--- src/rtl/operand_sequencer_pkg.sv ---
// Shared matrix-accelerator definitions: operand geometry and sequencer state encoding.
package operand_sequencer_pkg;

  localparam int N_DIM = 4;
  localparam int OP_DW = 8;

  typedef enum logic [1:0] {
    ST_IDLE = 2'd0,
    ST_CLR  = 2'd1,
    ST_MAC  = 2'd2,
    ST_DONE = 2'd3
  } seq_state_e;

endpackage

--- src/rtl/operand_sequencer_store.sv ---
// 16-entry operand register array: one synchronous write port, one combinational read port.
module operand_store #(
  parameter int DW    = 8,
  parameter int DEPTH = 16,
  parameter int AW    = $clog2(DEPTH)
) (
  input  logic          clk,
  input  logic          reset,
  input  logic          we,
  input  logic [AW-1:0] waddr,
  input  logic [DW-1:0] wdata,
  input  logic [AW-1:0] raddr,
  output logic [DW-1:0] rdata
);

  logic [DW-1:0] mem [DEPTH];

  always_ff @(posedge clk) begin
    if (reset) begin
      for (int n = 0; n < DEPTH; n++) mem[n] <= '0;
    end else if (we) begin
      mem[waddr] <= wdata;
    end
  end

  assign rdata = mem[raddr];

endmodule

--- src/rtl/operand_sequencer.sv ---
// Streams A[i][k] / B[k][j] operand pairs to a downstream MAC for a full 4x4 matrix product,
// tagging each completed dot product with its (i,j) position.
//
//   state   | meaning
//   --------+-----------------------------------------------------------
//   IDLE    | stores writable, waiting for start
//   CLR     | one-cycle accumulator clear before each dot product
//   MAC     | four accumulate cycles, k = 0..3
//   DONE    | one-cycle completion pulse alongside the final res_valid
module operand_sequencer
  import operand_sequencer_pkg::*;
#(
  parameter int N  = N_DIM,
  parameter int DW = OP_DW
) (
  input  logic                    clk,
  input  logic                    reset,
  input  logic                    wr_en,
  input  logic                    wr_sel,
  input  logic [2*$clog2(N)-1:0]  wr_addr,
  input  logic [DW-1:0]           wr_data,
  input  logic                    start,
  output logic                    busy,
  output logic                    done,
  output logic                    mac_clr,
  output logic                    mac_en,
  output logic [DW-1:0]           a_out,
  output logic [DW-1:0]           b_out,
  output logic                    res_valid,
  output logic [$clog2(N)-1:0]    res_row,
  output logic [$clog2(N)-1:0]    res_col
);

  localparam int IW = $clog2(N);
  localparam int AW = 2 * IW;
  localparam logic [IW-1:0] LAST = IW'(N - 1);

  seq_state_e    state;
  logic [IW-1:0] i, j, k, k_nxt;
  logic [AW-1:0] a_raddr, b_raddr;
  logic [DW-1:0] a_rd, b_rd;
  logic          a_we, b_we;

  // Writes only land while idle so a running product never sees its operands change.
  assign a_we = wr_en && !wr_sel && (state == ST_IDLE);
  assign b_we = wr_en &&  wr_sel && (state == ST_IDLE);

  // Operands are registered, so the stores are read at the index of the coming MAC cycle.
  always_comb begin
    k_nxt   = '0;
    if (state == ST_MAC) k_nxt = k + 1'b1;
    a_raddr = {i, k_nxt};
    b_raddr = {k_nxt, j};
  end

  operand_store #(.DW(DW), .DEPTH(N * N), .AW(AW)) u_store_a (
    .clk   (clk),
    .reset (reset),
    .we    (a_we),
    .waddr (wr_addr),
    .wdata (wr_data),
    .raddr (a_raddr),
    .rdata (a_rd)
  );

  operand_store #(.DW(DW), .DEPTH(N * N), .AW(AW)) u_store_b (
    .clk   (clk),
    .reset (reset),
    .we    (b_we),
    .waddr (wr_addr),
    .wdata (wr_data),
    .raddr (b_raddr),
    .rdata (b_rd)
  );

  always_ff @(posedge clk) begin
    if (reset) begin
      state     <= ST_IDLE;
      i         <= '0;
      j         <= '0;
      k         <= '0;
      busy      <= 1'b0;
      done      <= 1'b0;
      mac_clr   <= 1'b0;
      mac_en    <= 1'b0;
      a_out     <= '0;
      b_out     <= '0;
      res_valid <= 1'b0;
      res_row   <= '0;
      res_col   <= '0;
    end else begin
      done      <= 1'b0;
      mac_clr   <= 1'b0;
      mac_en    <= 1'b0;
      a_out     <= '0;
      b_out     <= '0;
      res_valid <= 1'b0;

      unique case (state)
        ST_IDLE: begin
          if (start) begin
            state   <= ST_CLR;
            busy    <= 1'b1;
            mac_clr <= 1'b1;
            i       <= '0;
            j       <= '0;
            k       <= '0;
          end
        end

        ST_CLR: begin
          state  <= ST_MAC;
          k      <= '0;
          mac_en <= 1'b1;
          a_out  <= a_rd;
          b_out  <= b_rd;
        end

        ST_MAC: begin
          if (k != LAST) begin
            k      <= k_nxt;
            mac_en <= 1'b1;
            a_out  <= a_rd;
            b_out  <= b_rd;
          end else begin
            // The MAC result appears one cycle later, so the tag is launched alongside it.
            res_valid <= 1'b1;
            res_row   <= i;
            res_col   <= j;
            k         <= '0;
            if (i == LAST && j == LAST) begin
              state <= ST_DONE;
              done  <= 1'b1;
            end else begin
              state   <= ST_CLR;
              mac_clr <= 1'b1;
              if (j == LAST) begin
                j <= '0;
                i <= i + 1'b1;
              end else begin
                j <= j + 1'b1;
              end
            end
          end
        end

        ST_DONE: begin
          state <= ST_IDLE;
          busy  <= 1'b0;
          i     <= '0;
          j     <= '0;
          k     <= '0;
        end

        default: state <= ST_IDLE;
      endcase
    end
  end

endmodule

--- config.mk ---
export PLATFORM = sky130hd
export DESIGN_NAME = operand_sequencer
export DESIGN_NICKNAME = d
export VERILOG_FILES = /design/src/rtl/operand_sequencer_pkg.sv /design/src/rtl/operand_sequencer_store.sv /design/src/rtl/operand_sequencer.sv
export SDC_FILE = /design/constraint.sdc
export NUM_CORES = 1
export LEC_CHECK = 0
export ABC_CLOCK_PERIOD_IN_PS = 3540
export CORE_AREA = 10 10 141 273
export CTS_CLUSTER_SIZE = 28
export DETAILED_ROUTE_END_ITERATION = 10
export DIE_AREA = 0 0 151 283
export GPL_TIMING_DRIVEN = 1
export SYNTH_ARGS = -nofsm -noshare
export SYNTH_HDL_FRONTEND = slang
export SYNTH_SLANG_ARGS = --single-unit
--- constraint.sdc ---
create_clock -name clk -period 3.54 [get_ports clk]
set_input_delay 0.885 -clock clk [delete_from_list [all_inputs] [get_ports clk]]
set_output_delay 0.885 -clock clk [all_outputs]
set_load 0.05 [all_outputs]
# == Word level (Yosys, flattened, before mapping) ==
# Memories as Yosys holds them, arrays and structs flattened.
# Cells that the tools add are included.
# word_totals
reg_bits,33
ram_bits,256
inputBits,17
out_inout_bits,25
memories,2
# op_classes
add_sub_neg,3
n_eq_ne,10
n_mux,44
bitwise_logic,2
reduce_logical,19
# mem_list
memory,depth,width,read_ports,rd_ports_with_merged_regs,wr,line,rtl
u_store_a.mem,16,8,1,0,16,operand_sequencer_store.sv:16,logic [DW-1:0] mem [DEPTH];
u_store_b.mem,16,8,1,0,16,operand_sequencer_store.sv:16,
# op_table
op,n
two-way mux 8 bit,4
case mux 8 bit (2 select lines),2
two-way mux 2 bit,12
case mux 2 bit (3 select lines),3
two-way mux 1 bit,17
OR reduction 8 bit,2
== test 2 bit (second input constant),4
two-way mux 4 bit,2
inequality test 2 bit (second input constant),4
case mux 2 bit (4 select lines),1
adder 2 x 1 -> 2 bit (second input constant),3
case mux 1 bit (2 select lines),3
AND reduction 2 bit,3
logical AND 1 bit,5
AND reduction 5 bit,1
AND reduction 4 bit,1
OR reduction 2 bit,2
nonzero test 3 bit,1
OR reduction 3 bit,1
== test 2 x 1 -> 1 bit (second input constant),1
logical NOT 2 bit,1
inequality test 2 x 1 -> 1 bit (second input constant),1
inverter 1 bit,2
nonzero test 2 bit,1
logical NOT 1 bit,1

# == Depth between registers and ports, before layout ==
# Gate-level depths: netlist of run 1.
# depth
ltp_word,8
mapped_depth,8
depth_no_buf,7

# == Hierarchy ==
# Synthesis of run 1 repeated with hierarchy kept, for this count alone.
# hier_totals
hier_cells,883
area_unflattened_um2,13012.5
# by_module_without_submodules
module,instances,cells_per_inst,area_per_inst_um2,seq_area_each_um2
operand_store,2,375,5861.9,3843.7
operand_sequencer,1,133,1288.7,660.6

# == Worst setup path after synthesis of run 1 ==
# Ideal clock, no wire load.
# synth_timing
kind,input -> register
start,input wr_addr[2]
end,memory u_store_b.mem[3][0] (enable)
setup_time_ns,0.309
t_arrival_ns,1.814
path_slack_ns,1.417
stages,4
path_buffers,1
path_cell_list,or2_2 -> clkbuf_1 -> nor2_1 -> or2_2
# synth_rtl
element,line,rtl
"start, declared",operand_sequencer.sv:20,"input logic [2*$clog2(N)-1:0] wr_addr,"
"end, declared",operand_sequencer_store.sv:16,

# == Worst setup path after layout of run 1 ==
# layout_timing
start,register state[0]
end,register a_out[2]
# layout_between
elab_chain_cells,5
elab_cells_between_ends,6
cone_classes,eq/ne: 2; mux: 3; memory: 1
# layout_lines
element,line,rtl
"start, declared",operand_sequencer.sv:38,seq_state_e state;
"start signal, assigned",operand_sequencer.sv:78,state <= ST_IDLE;
"start signal, assigned",operand_sequencer.sv:102,state <= ST_CLR;
"start signal, assigned",operand_sequencer.sv:112,state <= ST_MAC;
== test 2 bit,"operand_sequencer.sv:51, operand_sequencer.sv:99",
two-way mux 2 bit,operand_sequencer.sv:51,if (state == ST_MAC) k_nxt = k + 1'b1;
memory read (16 x 8 bit),--,
two-way mux 8 bit,operand_sequencer.sv:120,if (k != LAST) begin
case mux 8 bit (2 select lines) *,operand_sequencer.sv:99,unique case (state)
"end signal, assigned",operand_sequencer.sv:115,a_out <= a_rd;
"end signal, assigned",operand_sequencer.sv:123,a_out <= a_rd;
"end, declared",operand_sequencer.sv:27,"output logic [DW-1:0] a_out,"
# Every way passes the cells marked *; elsewhere a longest branch is shown, timed or not.
# A chain may end at the register's enable or synchronous reset.

==> impl_results.md, run 1 <==
* Status: finished clean
* Clock Tree Buf Depth at 3
* Hold buffer count at CTS at 0
* Post-synth top flop: edfxtp_1
* Die area at about 0.043 mm2
* Leak at 5.35 nW
* Post-route cell area at about 0.015 mm2
* CTS tree: done
* Setup TNS at 0 ns
* Global Route Usage Sum at 0.166
* RSZ-0062 raised after global routing: no
* Die W at approximately 150 um
* Syn Inst Count at 1011
* Slowest stage cell on the critical path: nor2b_4
* Area after DPL at 0.0143 mm2
* Vias in the first global route at ~8k
* Antenna cell count at 0
* DRC Markers at 0
* Die height at 283 um
* GR Overflow Total at 0
* Startpoint Class: register
* GRT met3 Usage at 0.0145
* Worst hold path type: reg -> reg
* CTS Buf Count at 25
* Clock-pin slew on the worst setup and hold paths at 0.07 ns
* Grt met2 use at 0.324
* CP Data Required Time at between 3 and 4 ns
* Worst-Skew Late Latency at 0.55 ns
* Pwr per Cell Area at 539 mW/mm2
* Final Slew Violations at 0
* Yosys cell types at 37
* Sink Count at a little under 300
* Routed wire length at about 35000 um
* First drt pass iteration count at 4
* Ys Warns at 0
* Endpoints failing setup at 0
* Clock Root Buffer: clkbuf_16
* I/O pin cnt at 42
* Tmin final at approximately 2.7 ns
* Layout cell share with drive strength beyond 1 at 0.146
* Crit. End Element: register
* H-tree depth at 1
* Synthesized Nets at between 1k and 1.5k
* Via density at between 5 and 6
* Final net count at roughly 1.1k
* Global-route wire length before repair at 52100 um
* Largest cells by area after synthesis: edfxtp_1 57%, and2_1 12%, mux4_2 5.4%, dfxtp_1 4.9%, mux2i_1 3.7%
* Layout Skew at between 0.015 and 0.02 ns
* Final worst-path cycle share at 0.768
* Fmax at roughly 370 MHz
* Via count at 7809
* Initial Utilization at 0.394
* Synthesized flop and latch total at 289
* Mapped Avg Cell Area at approximately 13 um2
* Crit path from: state[0]
* Wire length per cell at approximately 24 um
* Critical Path AT at 3.09 ns
* Gr busiest metal: met2
* Worst R2R Start: state[0]
* Slew HR at 0.385
* Worst-path cell chain: inv_1 > ha_1 > buf_4 > nor2b_4 > o211ai_1 > a221oi_1 > a211oi_1
* Input/output buffers at 41
* Crit Path Class: reg -> reg
* Most frequent cell after synthesis: and2_1
* CP max FO at 33
* Ys async rst share at 0
* CP peak stage delay at 0.68 ns
* Post-CTS Setup Repair Bufs at 0
* Worst setup margin at just over 0.8 ns
* Share of Yosys cell area claimed by the top area cell type at 0.572
* Global Route met1 Usage at 0.157
* Fin. Hold Viols at 0
* Pre-CTS worst setup slack at between 0.4 and 0.5 ns
* Drt first-iter violations at between 400 and 500
* Routability congestion estimate from global placement at approximately 0.90
* MaxCap Viol Count at 0
* Post-cts gate resize count at 0
* Top cells by count, synth: 257 x and2_1, 256 x edfxtp_1, 49 x mux2i_1
* Core ar. at between 0.03 and 0.04 mm2
* Largest net degree at the start of global routing at just under 50
* Mapped cell area at around 0.013 mm2
* Final ANT Viol Nets at 0
* Number of flops mapped to enable cells by yosys at between 200 and 300
* Hold Path Origin: res_row[0]
* Initial antenna violation count at 0
* Sequential fraction of the synthesis area at 0.622
* Worst slew pin tran at 0.922 ns
* Site Rows at 96
* Synth area leader: edfxtp_1
* Worst vdd ir at 0.000476 V
* Detailed placement HPWL at ~24000 um
* Area growth from synthesis to layout at 12.8%
* # fillers at around 3.1k
[path summary, 6_finish.rpt]
path                                   end  slack (ns)  cells after the start
worst min-delay path            res_row[0]        0.46                      2
worst max-delay path              a_out[2]        0.82                      7
worst min register to register  res_row[0]        0.46                      2
worst max register to register    a_out[2]        0.82                      7
[final cells by class]
type                            count  area, um2  share of cell area
Clock buffer                       30        676              0.0446
Clock inverter                     16        181              0.0120
Sequential cell                   289       8350               0.551
Multi-Input combinational cell    613       4590               0.303
Tap cell                          441        552              0.0364
Inverter                           36        135             0.00892
Timing Repair Buffer               78        658              0.0435
[report_power, final]
group          switching, mW  total [mW]  internal [mW]
combinational          0.846        1.35          0.503
clock                   1.24        2.84           1.60
sequential             0.112        3.97           3.86
[sequential cells by signal, summed over array words and instances, names as in the netlist]
signal,count
j,2
mac_en,1
res_col,2
a_out,8
busy,1
i,2
u_store_a.mem,128
k,2
u_store_b.mem,128
state,2
res_row,2
done,1
mac_clr,1
b_out,8
res_valid,1
[worst max-delay path, delay by kind of cell, from the launching register on]
kind / cells / cell delay, ns
flip-flops: 1 / 0.36
adder cells (fa/ha/maj): 1 / 0.15
buffers and inverters: 2 / 0.35
AO/OA/AOI/OAI: 3 / 1.00
AND/OR/NAND/NOR: 1 / 0.68
[logic make-up (layout without fill, tap and decap cells)]
| kind of cell | Yosys count | count (layout) | synth area share |
|---|---|---|---|
| and+or+nand+nor | 409 | 409 | 0.184 |
| buffers and inverters | 109 | 160 | 0.0372 |
| muxes | 81 | 81 | 0.0902 |
| AOI/OAI and AO/OA | 115 | 115 | 0.0595 |
| DFF | 289 | 289 | 0.622 |
| adders and majority gates | 8 | 8 | 0.00745 |
[per-stage QoR]
stage,hold WS (ns),total power [mW],util,std cells
global route,0.493,8.45,0.444,1503
finish,0.456,8.16,0.444,1503
floorplan,0.482,4.97,-,1011
detailed placement,0.450,5.39,0.419,1457
global placement,0.449,5.38,0.419,1457
CTS,0.461,8.21,0.444,1503
[metal layers]
metal	up-vias	part of all wire
li1	3687	-
met1	3824	0.33
met2	201	0.58
met3	97	0.030
met4	0	0.063
met5	-	0
[cell usage in the layout, fill, tap and decap left out, drive strengths merged, types with 11 or more instances in the layout]
| cell type | Yosys | final |
|---|---|---|
| a211oi | 11 | 11 |
| buf | 31 | 43 |
| o211ai | 32 | 32 |
| nor2 | 39 | 39 |
| a21boi | 16 | 16 |
| inv | 36 | 39 |
| nand3b | 34 | 34 |
| edfxtp | 256 | 256 |
| mux2i | 49 | 49 |
| or2 | 33 | 33 |
| mux4 | 32 | 32 |
| clkbuf | 42 | 30 |
| dfxtp | 33 | 33 |
| clkdlybuf4s50 | 0 | 35 |
| and2 | 257 | 257 |
| nand2 | 15 | 15 |
| a21oi | 27 | 27 |
No activity file was read; power rests on OpenSTA's default activity.
==> inputs of run 2 (changes only) <==
Settings changed: ABC_CLOCK_PERIOD_IN_PS 3540 to 2250.
Clock period 3.54 ns to 2.25 ns, I/O delays scaled along.
==> run 2 against run 1 <==
Power grew 56%. Hold slack is essentially flat. Critical endpoint is now a_out[1]. Final area grew 3.2%. Flip-flop and latch count is the same.
==> impl_results.md, run 2 (synthesis results as in run 1) <==
* Via count at 7857 (+0.61%)
* Sink Count at 289 (unchanged)
* Tmin final at 2.16 ns (-0.562 ns)
* Vias in the first global route at 8449 (+2.7%)
* Initial antenna violation count at 0 (unchanged)
* Worst-Skew Late Latency at 0.56 ns (about the same)
* Startpoint Class: register
* Pwr per Cell Area at 813 mW/mm2 (+51%)
* CP Data Required Time at 2.67 ns (-1.24 ns)
* Site Rows at 96 (unchanged)
* Crit. End Element: register
* CTS Buf Count at 26 (+4.0%)
* Area growth from synthesis to layout at 16.4%
* Leading cell types in the layout, fill and taps excluded: 257 x and2_1, 256 x edfxtp_1, 63 x buf_4
* Clock-pin slew on the worst setup and hold paths at 0.07 ns (about the same)
* Crit Path Class: reg -> reg
* Final Slew Violations at 0 (unchanged)
* Routability congestion estimate from global placement at 0.840 (-6.3%)
* Critical Path AT at 2.58 ns (-0.51 ns)
* Final ANT Viol Nets at 0 (unchanged)
* Endpoints failing setup at 0 (unchanged)
* Final net count at 1112 (+4.1%)
* First drt pass iteration count at 4 (unchanged)
* CP peak stage delay at 0.41 ns (-0.27 ns)
* Antenna cell count at 0 (unchanged)
* Die area at 0.0427 mm2 (unchanged)
* Post-CTS Setup Repair Bufs at 0 (unchanged)
* Fmax at 463 MHz (+26%)
* CP max FO at 33 (unchanged)
* Layout Cells excl Fill at 1548 (+3.0%)
* Routed wire length at 34400 um (-2.8%)
* Worst-path cell chain: ha_2 > buf_6 > and2_1 > buf_12 > a21oi_1 > a221oi_1 > buf_4 > a211oi_1
* DRC Markers at 0 (unchanged)
* H-tree depth at 1 (unchanged)
* GR Overflow Total at 0 (unchanged)
* Detailed placement HPWL at 24100 um (-0.80%)
* Status: finished clean
* Largest registers: u_store_a.mem (128), u_store_b.mem (128)
* Layout Skew at 0.0201 ns (+0.00102 ns)
* Clock Root Buffer: clkbuf_16
* Layout cell share with drive strength beyond 1 at 0.175 (+0.0293)
* Most common cell after layout, fill and taps aside: and2_1
* Die height at 283 um (unchanged)
* CTS tree: done
* I/O pin cnt at 42 (unchanged)
* MaxCap Viol Count at 0 (unchanged)
* Slowest stage cell on the critical path: a221oi_1
* Input/output buffers at 41 (unchanged)
* Initial Utilization at 0.394 (unchanged)
* Total power at 12.7 mW (+56%)
* Slew HR at 0.518 (+0.133)
* Wire length per cell at 22.2 um (-5.6%)
* Largest net degree at the start of global routing at 67 (+37%)
* Worst hold path type: reg -> reg
* Global Route Usage Sum at 0.160 (-0.00543)
* Global-route wire length before repair at 50800 um (-2.5%)
* Clock Tree Buf Depth at 3 (unchanged)
* Worst vdd ir at 0.000622 V (+31%)
* Die W at 151 um (unchanged)
* Final worst-path cycle share at 0.959 (+0.191)
* Via density at 5.08 (-2.3%)
* Fin. Hold Viols at 0 (unchanged)
* Cell Count Post-Placement at 1499 (+2.9%)
* Worst slew pin tran at 0.719 ns (-0.203 ns)
* Leak at 5.80 nW (+8.4%)
* Core ar. at 0.0341 mm2 (unchanged)
* Drt first-iter violations at 444 (+5.5%)
==> run 2: changes by cell type in the layout (fill, tap and decap cells not counted), moves of 6 or more <==
cell / delta
buf_4: +26
clkbuf_1: +9
dlymetal6s2s_1: +6
clkdlybuf4s50_1: -20
dlygate4sd2_1: +19
buf_12: +14
==> run 2: layout make-up <==
class / instances / area (um2)
Clock buffer: 41 / 737
Clock inverter: 7 / 57.6
Fill cell: 3176 / 18500
Inverter: 36 / 135
Multi-Input combinational cell: 614 / 4630
Sequential cell: 289 / 8350
Tap cell: 441 / 552
Timing Repair Buffer: 120 / 1170
==> run 2: what timing repair did <==
action	in CTS	in global routing
hold buffers	0	0
resized for setup	19	14
setup endpoints to repair	19	19
cloned	0	1
==> run 2: final timing paths <==
check	depth (start not counted)	from	endpoint	slack, ns
hold reg to reg	2	res_col[1]	res_col[1]	0.46
setup reg to reg	8	state[1]	a_out[1]	0.09
setup / recovery	8	state[1]	a_out[1]	0.09
hold / removal	2	res_col[1]	res_col[1]	0.46
==> run 2: per-layer routing <==
| layer | wire (um) | GRT usage |
|---|---|---|
| met5 | 0 | 0 |
| met4 | 1990 | 0.0940 |
| met3 | 931 | 0.0163 |
| met2 | 20100 | 0.313 |
| met1 | 11400 | 0.153 |
==> run 2: where the power goes <==
group | internal [mW] | switching [mW]
logic | 0.900 | 1.40
registers | 6.07 | 0.119
clock network | 2.27 | 1.95
==> run 2: stage by stage <==
stage | hold slack (ns) | TNS [ns] | utilization | cell area [um2] | worst slack (ns)
2_1_floorplan | 0.482 | 0 | - | 13400 | 0.423
4_1_cts | 0.457 | 0 | 0.456 | 15600 | 0.000876
3_3_place_gp | 0.452 | -53.67 | 0.434 | 14800 | -0.311
6_report | 0.456 | 0 | 0.458 | 15600 | 0.0923
3_5_place_dp | 0.449 | -59.06 | 0.434 | 14800 | -0.347
5_1_grt | 0.481 | -0.00413 | 0.458 | 15600 | -0.00413
==> run 2: critical path, delay by kind of cell, from the launching register on <==
| kind | cells | cell delay [ns] |
|---|---|---|
| fa+ha+maj | 1 | 0.28 |
| simple gates | 1 | 0.20 |
| flops | 1 | 0.40 |
| compound gates | 3 | 0.54 |
| buf+inv | 3 | 0.59 |
==> inputs of run 3 (changes only) <==
Settings changed: GPL_ROUTABILITY_DRIVEN set to 0.
==> results of run 3 <==
No change in the layout: final DEF, timing and power equal those of run 2.
